<file path="config.mk">
export PLATFORM = sky130hd
export DESIGN_NAME = ascii_stream_arbiter_flat
export DESIGN_NICKNAME = d
export VERILOG_FILES = /design/src/rtl/ascii_stream_arbiter_pkg.sv /design/src/rtl/ascii_stream_arbiter_if.sv /design/src/rtl/ascii_stream_arbiter_sync_fifo_fwft.sv /design/src/rtl/ascii_stream_arbiter.sv /design/src/flat_wrapper.sv
export SDC_FILE = /design/constraint.sdc
export NUM_CORES = 1
export LEC_CHECK = 0
export BUFFER_PORTS_ARGS = -buffer_cell sky130_fd_sc_hd__buf_2
export CELL_PAD_IN_SITES_DETAIL_PLACEMENT = 0
export CELL_PAD_IN_SITES_GLOBAL_PLACEMENT = 1
export CORE_AREA = 8 8 158 160
export CTS_BUF_LIST = sky130_fd_sc_hd__clkbuf_8 sky130_fd_sc_hd__clkbuf_16
export CTS_CLUSTER_DIAMETER = 100
export CTS_CLUSTER_SIZE = 20
export DETAILED_ROUTE_END_ITERATION = 6
export DIE_AREA = 0 0 166 168
export PLACE_DENSITY = 0.68
export SYNTH_ARGS = -nofsm -noshare
export SYNTH_HDL_FRONTEND = slang
export SYNTH_SLANG_ARGS = --single-unit
</file>
<file path="constraint.sdc">
create_clock -name clk -period 3.3 [get_ports clk]
set_input_delay 0.66 -clock clk [delete_from_list [all_inputs] [get_ports clk]]
set_output_delay 0.66 -clock clk [all_outputs]
set_load 0.01 [all_outputs]
</file>
<file path="src/rtl/ascii_stream_arbiter_pkg.sv">
// Shared character constants, the acceptance rule and the FIFO entry layout
// for the ASCII character path.
package ascii_pkg;

    localparam logic [7:0] ASCII_BS        = 8'h08;
    localparam logic [7:0] ASCII_LF        = 8'h0A;
    localparam logic [7:0] ASCII_CR        = 8'h0D;
    localparam logic [7:0] ASCII_PRINT_MIN = 8'h20;
    localparam logic [7:0] ASCII_PRINT_MAX = 8'h7E;

    // Source field is sized for the largest supported source count (8).
    typedef struct packed {
        logic [2:0] src;
        logic [7:0] data;
    } fifo_entry_t;

    function automatic logic is_accepted_char(input logic [7:0] c);
        return ((c >= ASCII_PRINT_MIN) && (c <= ASCII_PRINT_MAX)) ||
               (c == ASCII_BS) || (c == ASCII_LF) || (c == ASCII_CR);
    endfunction

endpackage

</file>
<file path="src/rtl/ascii_stream_arbiter_if.sv">
// Source strobes and the consumer-side valid/ready stream of the character
// arbiter, with status outputs.
interface ascii_stream_arbiter_if #(
    parameter int unsigned N_SRC      = 2,
    parameter int unsigned DEPTH      = 16,
    parameter int unsigned DROP_CNT_W = 8
);
    localparam int unsigned SRC_W = (N_SRC > 1) ? $clog2(N_SRC) : 1;
    localparam int unsigned CNT_W = $clog2(DEPTH) + 1;

    logic [N_SRC-1:0]      src_valid;
    logic [8*N_SRC-1:0]    src_data;
    logic                  out_valid;
    logic                  out_ready;
    logic [7:0]            out_data;
    logic [SRC_W-1:0]      out_src;
    logic [CNT_W-1:0]      fifo_count;
    logic                  full;
    logic [DROP_CNT_W-1:0] drop_count;

    modport slave (
        input  src_valid, src_data, out_ready,
        output out_valid, out_data, out_src, fifo_count, full, drop_count
    );

    modport master (
        output src_valid, src_data, out_ready,
        input  out_valid, out_data, out_src, fifo_count, full, drop_count
    );

endinterface

</file>
<file path="src/rtl/ascii_stream_arbiter_sync_fifo_fwft.sv">
// Synchronous first-word-fall-through FIFO; head is read combinationally and
// reads as zero while empty. Push when full and pop when empty are ignored.
module sync_fifo_fwft #(
    parameter int unsigned WIDTH = 8,
    parameter int unsigned DEPTH = 16,
    localparam int unsigned PTR_W = (DEPTH > 1) ? $clog2(DEPTH) : 1,
    localparam int unsigned CNT_W = $clog2(DEPTH) + 1
) (
    input  logic             clk,
    input  logic             reset,
    input  logic             push,
    input  logic             pop,
    input  logic [WIDTH-1:0] din,
    output logic [WIDTH-1:0] dout,
    output logic [CNT_W-1:0] count,
    output logic             full,
    output logic             empty
);

    logic [WIDTH-1:0] r_mem [DEPTH];
    logic [PTR_W-1:0] r_wr_ptr;
    logic [PTR_W-1:0] r_rd_ptr;
    logic [CNT_W-1:0] r_count;
    logic             w_do_push;
    logic             w_do_pop;

    assign full      = (r_count == CNT_W'(DEPTH));
    assign empty     = (r_count == '0);
    assign count     = r_count;
    assign w_do_push = push && !full;
    assign w_do_pop  = pop && !empty;
    assign dout      = empty ? '0 : r_mem[r_rd_ptr];

    always_ff @(posedge clk) begin
        if (w_do_push) begin
            r_mem[r_wr_ptr] <= din;
        end
    end

    // Pointers wrap naturally since DEPTH is a power of two.
    always_ff @(posedge clk) begin
        if (reset) begin
            r_wr_ptr <= '0;
            r_rd_ptr <= '0;
            r_count  <= '0;
        end else begin
            if (w_do_push) begin
                r_wr_ptr <= r_wr_ptr + PTR_W'(1);
            end
            if (w_do_pop) begin
                r_rd_ptr <= r_rd_ptr + PTR_W'(1);
            end
            unique case ({w_do_push, w_do_pop})
                2'b10:   r_count <= r_count + CNT_W'(1);
                2'b01:   r_count <= r_count - CNT_W'(1);
                default: r_count <= r_count;
            endcase
        end
    end

endmodule

</file>
<file path="src/rtl/ascii_stream_arbiter.sv">
// Round-robin merge of N_SRC single-cycle character strobes into one FWFT
// character stream. Build option ASCII_FILTER_EN discards non-text bytes at capture.
module ascii_stream_arbiter
    import ascii_pkg::*;
#(
    parameter int unsigned N_SRC      = 2,
    parameter int unsigned DEPTH      = 16,
    parameter int unsigned DROP_CNT_W = 8
) (
    input  logic                   clk,
    input  logic                   reset,
    ascii_stream_arbiter_if.slave  bus
);

    localparam int unsigned SRC_W = (N_SRC > 1) ? $clog2(N_SRC) : 1;
    localparam int unsigned CNT_W = $clog2(DEPTH) + 1;
    localparam int unsigned SUM_W = DROP_CNT_W + 4;

    logic [N_SRC-1:0]      r_pend;
    logic [7:0]            r_hold [N_SRC];
    logic [SRC_W-1:0]      r_rr_ptr;
    logic [DROP_CNT_W-1:0] r_drop_count;

    logic                  w_found;
    logic [SRC_W-1:0]      w_grant;
    int unsigned           w_dist;
    int unsigned           w_best;
    logic                  w_push;
    logic                  w_pop;
    logic [N_SRC-1:0]      w_accept;
    logic [N_SRC-1:0]      w_granted;
    logic [N_SRC-1:0]      w_drop;
    logic [SUM_W-1:0]      w_drop_sum;
    logic [DROP_CNT_W-1:0] w_drop_next;
    fifo_entry_t           w_din;
    fifo_entry_t           w_dout;
    logic [CNT_W-1:0]      w_count;
    logic                  w_full;
    logic                  w_empty;
    logic                  w_src_unused;

    // Nearest pending source at or after rr_ptr, measured as a cyclic distance.
    always_comb begin
        w_found = 1'b0;
        w_grant = '0;
        w_dist  = 0;
        w_best  = N_SRC;
        for (int unsigned i = 0; i < N_SRC; i++) begin
            w_dist = (i + N_SRC - 32'(r_rr_ptr)) % N_SRC;
            if (r_pend[i] && (w_dist < w_best)) begin
                w_best  = w_dist;
                w_grant = SRC_W'(i);
                w_found = 1'b1;
            end
        end
    end

    // Count-based full: a pop in the same cycle does not make room for a push.
    assign w_push = w_found && !w_full;
    assign w_pop  = !w_empty && bus.out_ready;

    always_comb begin
        w_din      = '0;
        w_din.src  = 3'(w_grant);
        w_din.data = r_hold[w_grant];
    end

    // A grant frees the holding slot this cycle, so a strobe on the granted
    // source is captured instead of counted as a drop.
    always_comb begin
        w_accept  = '0;
        w_granted = '0;
        w_drop    = '0;
        for (int unsigned i = 0; i < N_SRC; i++) begin
`ifdef ASCII_FILTER_EN
            w_accept[i] = bus.src_valid[i] && is_accepted_char(bus.src_data[8*i +: 8]);
`else
            w_accept[i] = bus.src_valid[i];
`endif
            w_granted[i] = w_push && (w_grant == SRC_W'(i));
            w_drop[i]    = w_accept[i] && r_pend[i] && !w_granted[i];
        end
    end

    always_comb begin
        w_drop_sum = SUM_W'(r_drop_count);
        for (int unsigned i = 0; i < N_SRC; i++) begin
            w_drop_sum = w_drop_sum + SUM_W'(w_drop[i]);
        end
        if (w_drop_sum > SUM_W'({DROP_CNT_W{1'b1}})) begin
            w_drop_next = '1;
        end else begin
            w_drop_next = w_drop_sum[DROP_CNT_W-1:0];
        end
    end

    always_ff @(posedge clk) begin
        for (int unsigned i = 0; i < N_SRC; i++) begin
            if (w_accept[i] && !w_drop[i]) begin
                r_hold[i] <= bus.src_data[8*i +: 8];
            end
        end
    end

    always_ff @(posedge clk) begin
        if (reset) begin
            r_pend       <= '0;
            r_rr_ptr     <= '0;
            r_drop_count <= '0;
        end else begin
            for (int unsigned i = 0; i < N_SRC; i++) begin
                if (w_accept[i] && !w_drop[i]) begin
                    r_pend[i] <= 1'b1;
                end else if (w_granted[i]) begin
                    r_pend[i] <= 1'b0;
                end
            end
            if (w_push) begin
                if (w_grant == SRC_W'(N_SRC - 1)) begin
                    r_rr_ptr <= '0;
                end else begin
                    r_rr_ptr <= w_grant + SRC_W'(1);
                end
            end
            r_drop_count <= w_drop_next;
        end
    end

    sync_fifo_fwft #(
        .WIDTH ($bits(fifo_entry_t)),
        .DEPTH (DEPTH)
    ) u_fifo (
        .clk   (clk),
        .reset (reset),
        .push  (w_push),
        .pop   (w_pop),
        .din   (w_din),
        .dout  (w_dout),
        .count (w_count),
        .full  (w_full),
        .empty (w_empty)
    );

    assign w_src_unused   = &{1'b0, w_dout.src};
    assign bus.out_valid  = !w_empty;
    assign bus.out_data   = w_dout.data;
    assign bus.out_src    = SRC_W'(w_dout.src);
    assign bus.fifo_count = w_count;
    assign bus.full       = w_full;
    assign bus.drop_count = r_drop_count;

endmodule

</file>
<file path="src/flat_wrapper.sv">
// flat-port wrapper written by rule: the top's interface ports become plain ports
module ascii_stream_arbiter_flat import ascii_pkg::*;
#(
    parameter int unsigned N_SRC      = 2,
    parameter int unsigned DEPTH      = 16,
    parameter int unsigned DROP_CNT_W = 8
)
  (clk, reset, bus_src_valid, bus_src_data, bus_out_ready, bus_out_valid, bus_out_data, bus_out_src, bus_fifo_count, bus_full, bus_drop_count);
  ascii_stream_arbiter_if #(.N_SRC(N_SRC), .DEPTH(DEPTH), .DROP_CNT_W(DROP_CNT_W)) bus_i ();
  input  logic clk;
  input  logic reset;
  input wire logic [$bits(bus_i.src_valid)-1:0] bus_src_valid;
  input wire logic [$bits(bus_i.src_data)-1:0] bus_src_data;
  input wire logic [$bits(bus_i.out_ready)-1:0] bus_out_ready;
  output wire logic [$bits(bus_i.out_valid)-1:0] bus_out_valid;
  output wire logic [$bits(bus_i.out_data)-1:0] bus_out_data;
  output wire logic [$bits(bus_i.out_src)-1:0] bus_out_src;
  output wire logic [$bits(bus_i.fifo_count)-1:0] bus_fifo_count;
  output wire logic [$bits(bus_i.full)-1:0] bus_full;
  output wire logic [$bits(bus_i.drop_count)-1:0] bus_drop_count;
  assign bus_i.src_valid = bus_src_valid;
  assign bus_i.src_data = bus_src_data;
  assign bus_i.out_ready = bus_out_ready;
  assign bus_out_valid = bus_i.out_valid;
  assign bus_out_data = bus_i.out_data;
  assign bus_out_src = bus_i.out_src;
  assign bus_fifo_count = bus_i.fifo_count;
  assign bus_full = bus_i.full;
  assign bus_drop_count = bus_i.drop_count;
  ascii_stream_arbiter #(.N_SRC(N_SRC), .DEPTH(DEPTH), .DROP_CNT_W(DROP_CNT_W)) u_core (.clk(clk), .reset(reset), .bus(bus_i));
endmodule
</file>
==> impl_results.md <==
- Mapped Nets: 472
- CTS Buf Count: 17
- GP Congestion: 0.8363
- Met2 global-route usage: 19.94%
- Hold Path Depth: 1
- Top_reg_cell synth: edfxtp_1
- Worst Path Required: 2640 ps
- Routed wire length per instance: 19.80 um
- Worst Reg-to-Reg Cells: 12
- Ys async rst share: 0%
- DRT Pass-1 Iters: 4
- Post-synth top area share: 62.51%
- Worst-path clk slew: 70 ps
- Met3 Resource Use GR: 3.438%
- # setup viols final: 0
- Register bit total from synthesis: 188
- PostCTS Resize Cnt: 0
- Number of setup buffers added after CTS: 0
- Commonest non-fill, non-tap cell in the layout: edfxtp_1
- Post-route cell area: 0.008976 sq mm
- Fin nets: 542
- I/O Pins: 45
- Core area: 0.02237 sq mm
- Residual DRC count: 0
- Clk_skew: 12.15 ps
- Worst hold path startpoint: bus_src_data[14]
- Vias in the first global route: 4,271
- CP Capture Type: primary output
- Row count: 55
- Final min period: 3190 ps
- Mapped Avg Cell Area: 17.63 sq um
- Worst Path Buf+Inv: 2
- TritonCTS Sinks: 188
- Cts hold-fix bufs: 0
- Placed Area: 0.008383 sq mm
- Final Max Slew Viols: 0
- Crit Reg-Reg Endpoint: u_core.bus.drop_count[7]$_SDFF_PP0_
- Yosys Warn Count: 0
- Gate Count Post-Synth: 436
- R2R setup slack: 180 ps
- Crit path DAT: 2530 ps
- EDFF count, synth: 160
- Largest fanout on the critical path: 36
- CTS max path bufs: 2
- Hold Vio Cnt, Final: 0
- Pwr Density: 677.3 mW/mm^2
- Antenna cell count: 0
- Slew HR: 46.01%
- Die area: 0.02789 sq mm
- DP HPWL: 10.36 mm
- DR vias/cell: 4.971
- Fmax: 313.5 MHz
- CTS tree: done
- Crit share post-route: 96.67%
- Peak supply drop: 327.0 uV
- MaxCap Viol Count: 0
- Largest net degree at the start of global routing: 37
- Area Overhead vs Synth: 16.78%
- Grt total ovfl: 0
- Top post-synthesis cells by area: edfxtp_1, mux4_2, dfxtp_1
- Die Wd: 166 um
- DR iter-0 viols: 315
- CP max-delay cell: mux4_1
- WHS: 396.6 ps
- Worst hold path type: in -> reg
- LEAKAGE: 3.036 nW
- Drt total wl: 15.92 mm
- Busiest grt layer: met2
- Most frequent cells in the layout: edfxtp_1, buf_2, mux4_2, nor2_1, dfxtp_1
- Tot GR Track Use: 11.81%
- Max stage delay on crit path: 650 ps
- Setup_tns: 0 ps
- CTS H-tree depth: 4
- Ordered cell list for the critical path: buf_12 -> mux4_1 -> mux4_2 -> and2_1 -> buf_2
- Clock Latency Late Sink: 440 ps
- Vias: 3,997
- R2r startpoint: u_core.u_fifo.count[0]$_SDFFE_PP0P_
- Total power: 6.079 mW
- Setup CP Type: reg -> out
- Share of the yosys chip area belonging to registers: 69.80%
- Worst slew pin tran: 808.1 ps
- Initial Util: 34.37%
- GR Layer Usage met1: 14.40%
- Detail Route Antenna Nets: 0
- Outcome: completed
- Crit path max-delay family: multiplexers
- Post-synth top area cell: edfxtp_1
- First-pass GRT wire length: 25.07 mm
- Root buf cell: clkbuf_16
- Crit start category: register
- Sink of the worst hold path: u_core.r_hold[1][6]$_DFFE_PP_
- Initial antenna violation count: 0
- Port-buffer cells: 44
- Synthesized area: 0.007686 sq mm
- Yosys cell types: 47
- Share of layout cells above drive strength 1: 29.87%
- Die Height: 168 um
==> synth_stat cells, types with 2 or more instances <==
cell type and count:
dfxtp_1 28, nor2_1 37, a211oi_1 2, buf_1 4, a21boi_0 2, and3_1 2
nand2b_1 3, xor2_1 6, mux2i_1 2, a21oi_1 11, edfxtp_1 160, clkbuf_1 9
nor2b_1 6, nand4_1 3, or3_1 2, inv_1 10, a31oi_1 5, xnor2_1 10
buf_6 4, buf_2 2, nand3_1 2, mux4_1 5, a21o_1 2, nor3_1 10
ha_1 14, mux4_2 40, mux2_2 8, nand4b_1 2, nand2_1 16, and2_1 12
==> routing by layer <==
metal	wire, um	share of wire, %
met1	6896	43
met2	7985	50
met3	812	5.1
met4	225	1.4
met5	0	0
==> per-stage QoR <==
| step | setup slack, ps | instances | util (%) |
|---|---|---|---|
| floorplan | 298.1 | 436 | - |
| global placement | 213.8 | 772 | 37.48 |
| detailed placement | 86.83 | 772 | 37.48 |
| CTS | 27.62 | 804 | 40.07 |
| global route | -9.518 | 804 | 40.13 |
| finish | 109.9 | 804 | 40.13 |
==> layout make-up <==
type / count / area (sq um)
timing repair buffer: 71 / 447.9
clock inverter: 15 / 152.6
multi-input combinational: 218 / 2190
clock buffer: 17 / 425.4
fill: 1970 / 13390
tap: 285 / 356.6
sequential: 188 / 5366
inverter: 10 / 37.54
==> kinds of logic after synthesis <==
family,synth area share (%)
mux,14.86
fa+ha+maj,2.540
xor+xnor,1.823
flops,69.80
simple gates,6.333
compound gates,2.735
buf+inv,1.904
==> sequential cells by signal, indices dropped and copies added, names as in the netlist, named ones only <==
name	count
u_core.u_fifo.r_mem	144
u_core.r_hold	16
u_core.bus.drop_count	8
u_core.u_fifo.count	5
u_core.u_fifo.r_rd_ptr	4
u_core.u_fifo.r_wr_ptr	4
u_core.r_pend	2
u_core.r_rr_ptr	1
==> worst max-delay path by stage <==
stage                                                to  slack, ps  cells after the start
finish                                  bus_out_data[4]        110                      5
global route        u_core.bus.drop_count[7]$_SDFF_PP0_        -10                     12
CTS                                     bus_out_data[4]         30                      5
detailed placement  u_core.bus.drop_count[5]$_SDFF_PP0_         90                     12
global placement    u_core.bus.drop_count[3]$_SDFF_PP0_        210                     12
floorplan           u_core.bus.drop_count[7]$_SDFF_PP0_        300                     11
==> power breakdown <==
group	switching, mW	internal (mW)	leakage, nW
sequential	0.0645	2.73	1.69
combinational	0.691	0.594	1.07
clock	0.929	1.07	0.284
total	1.69	4.39	3.04
Power figures use the tool's default switching activity.
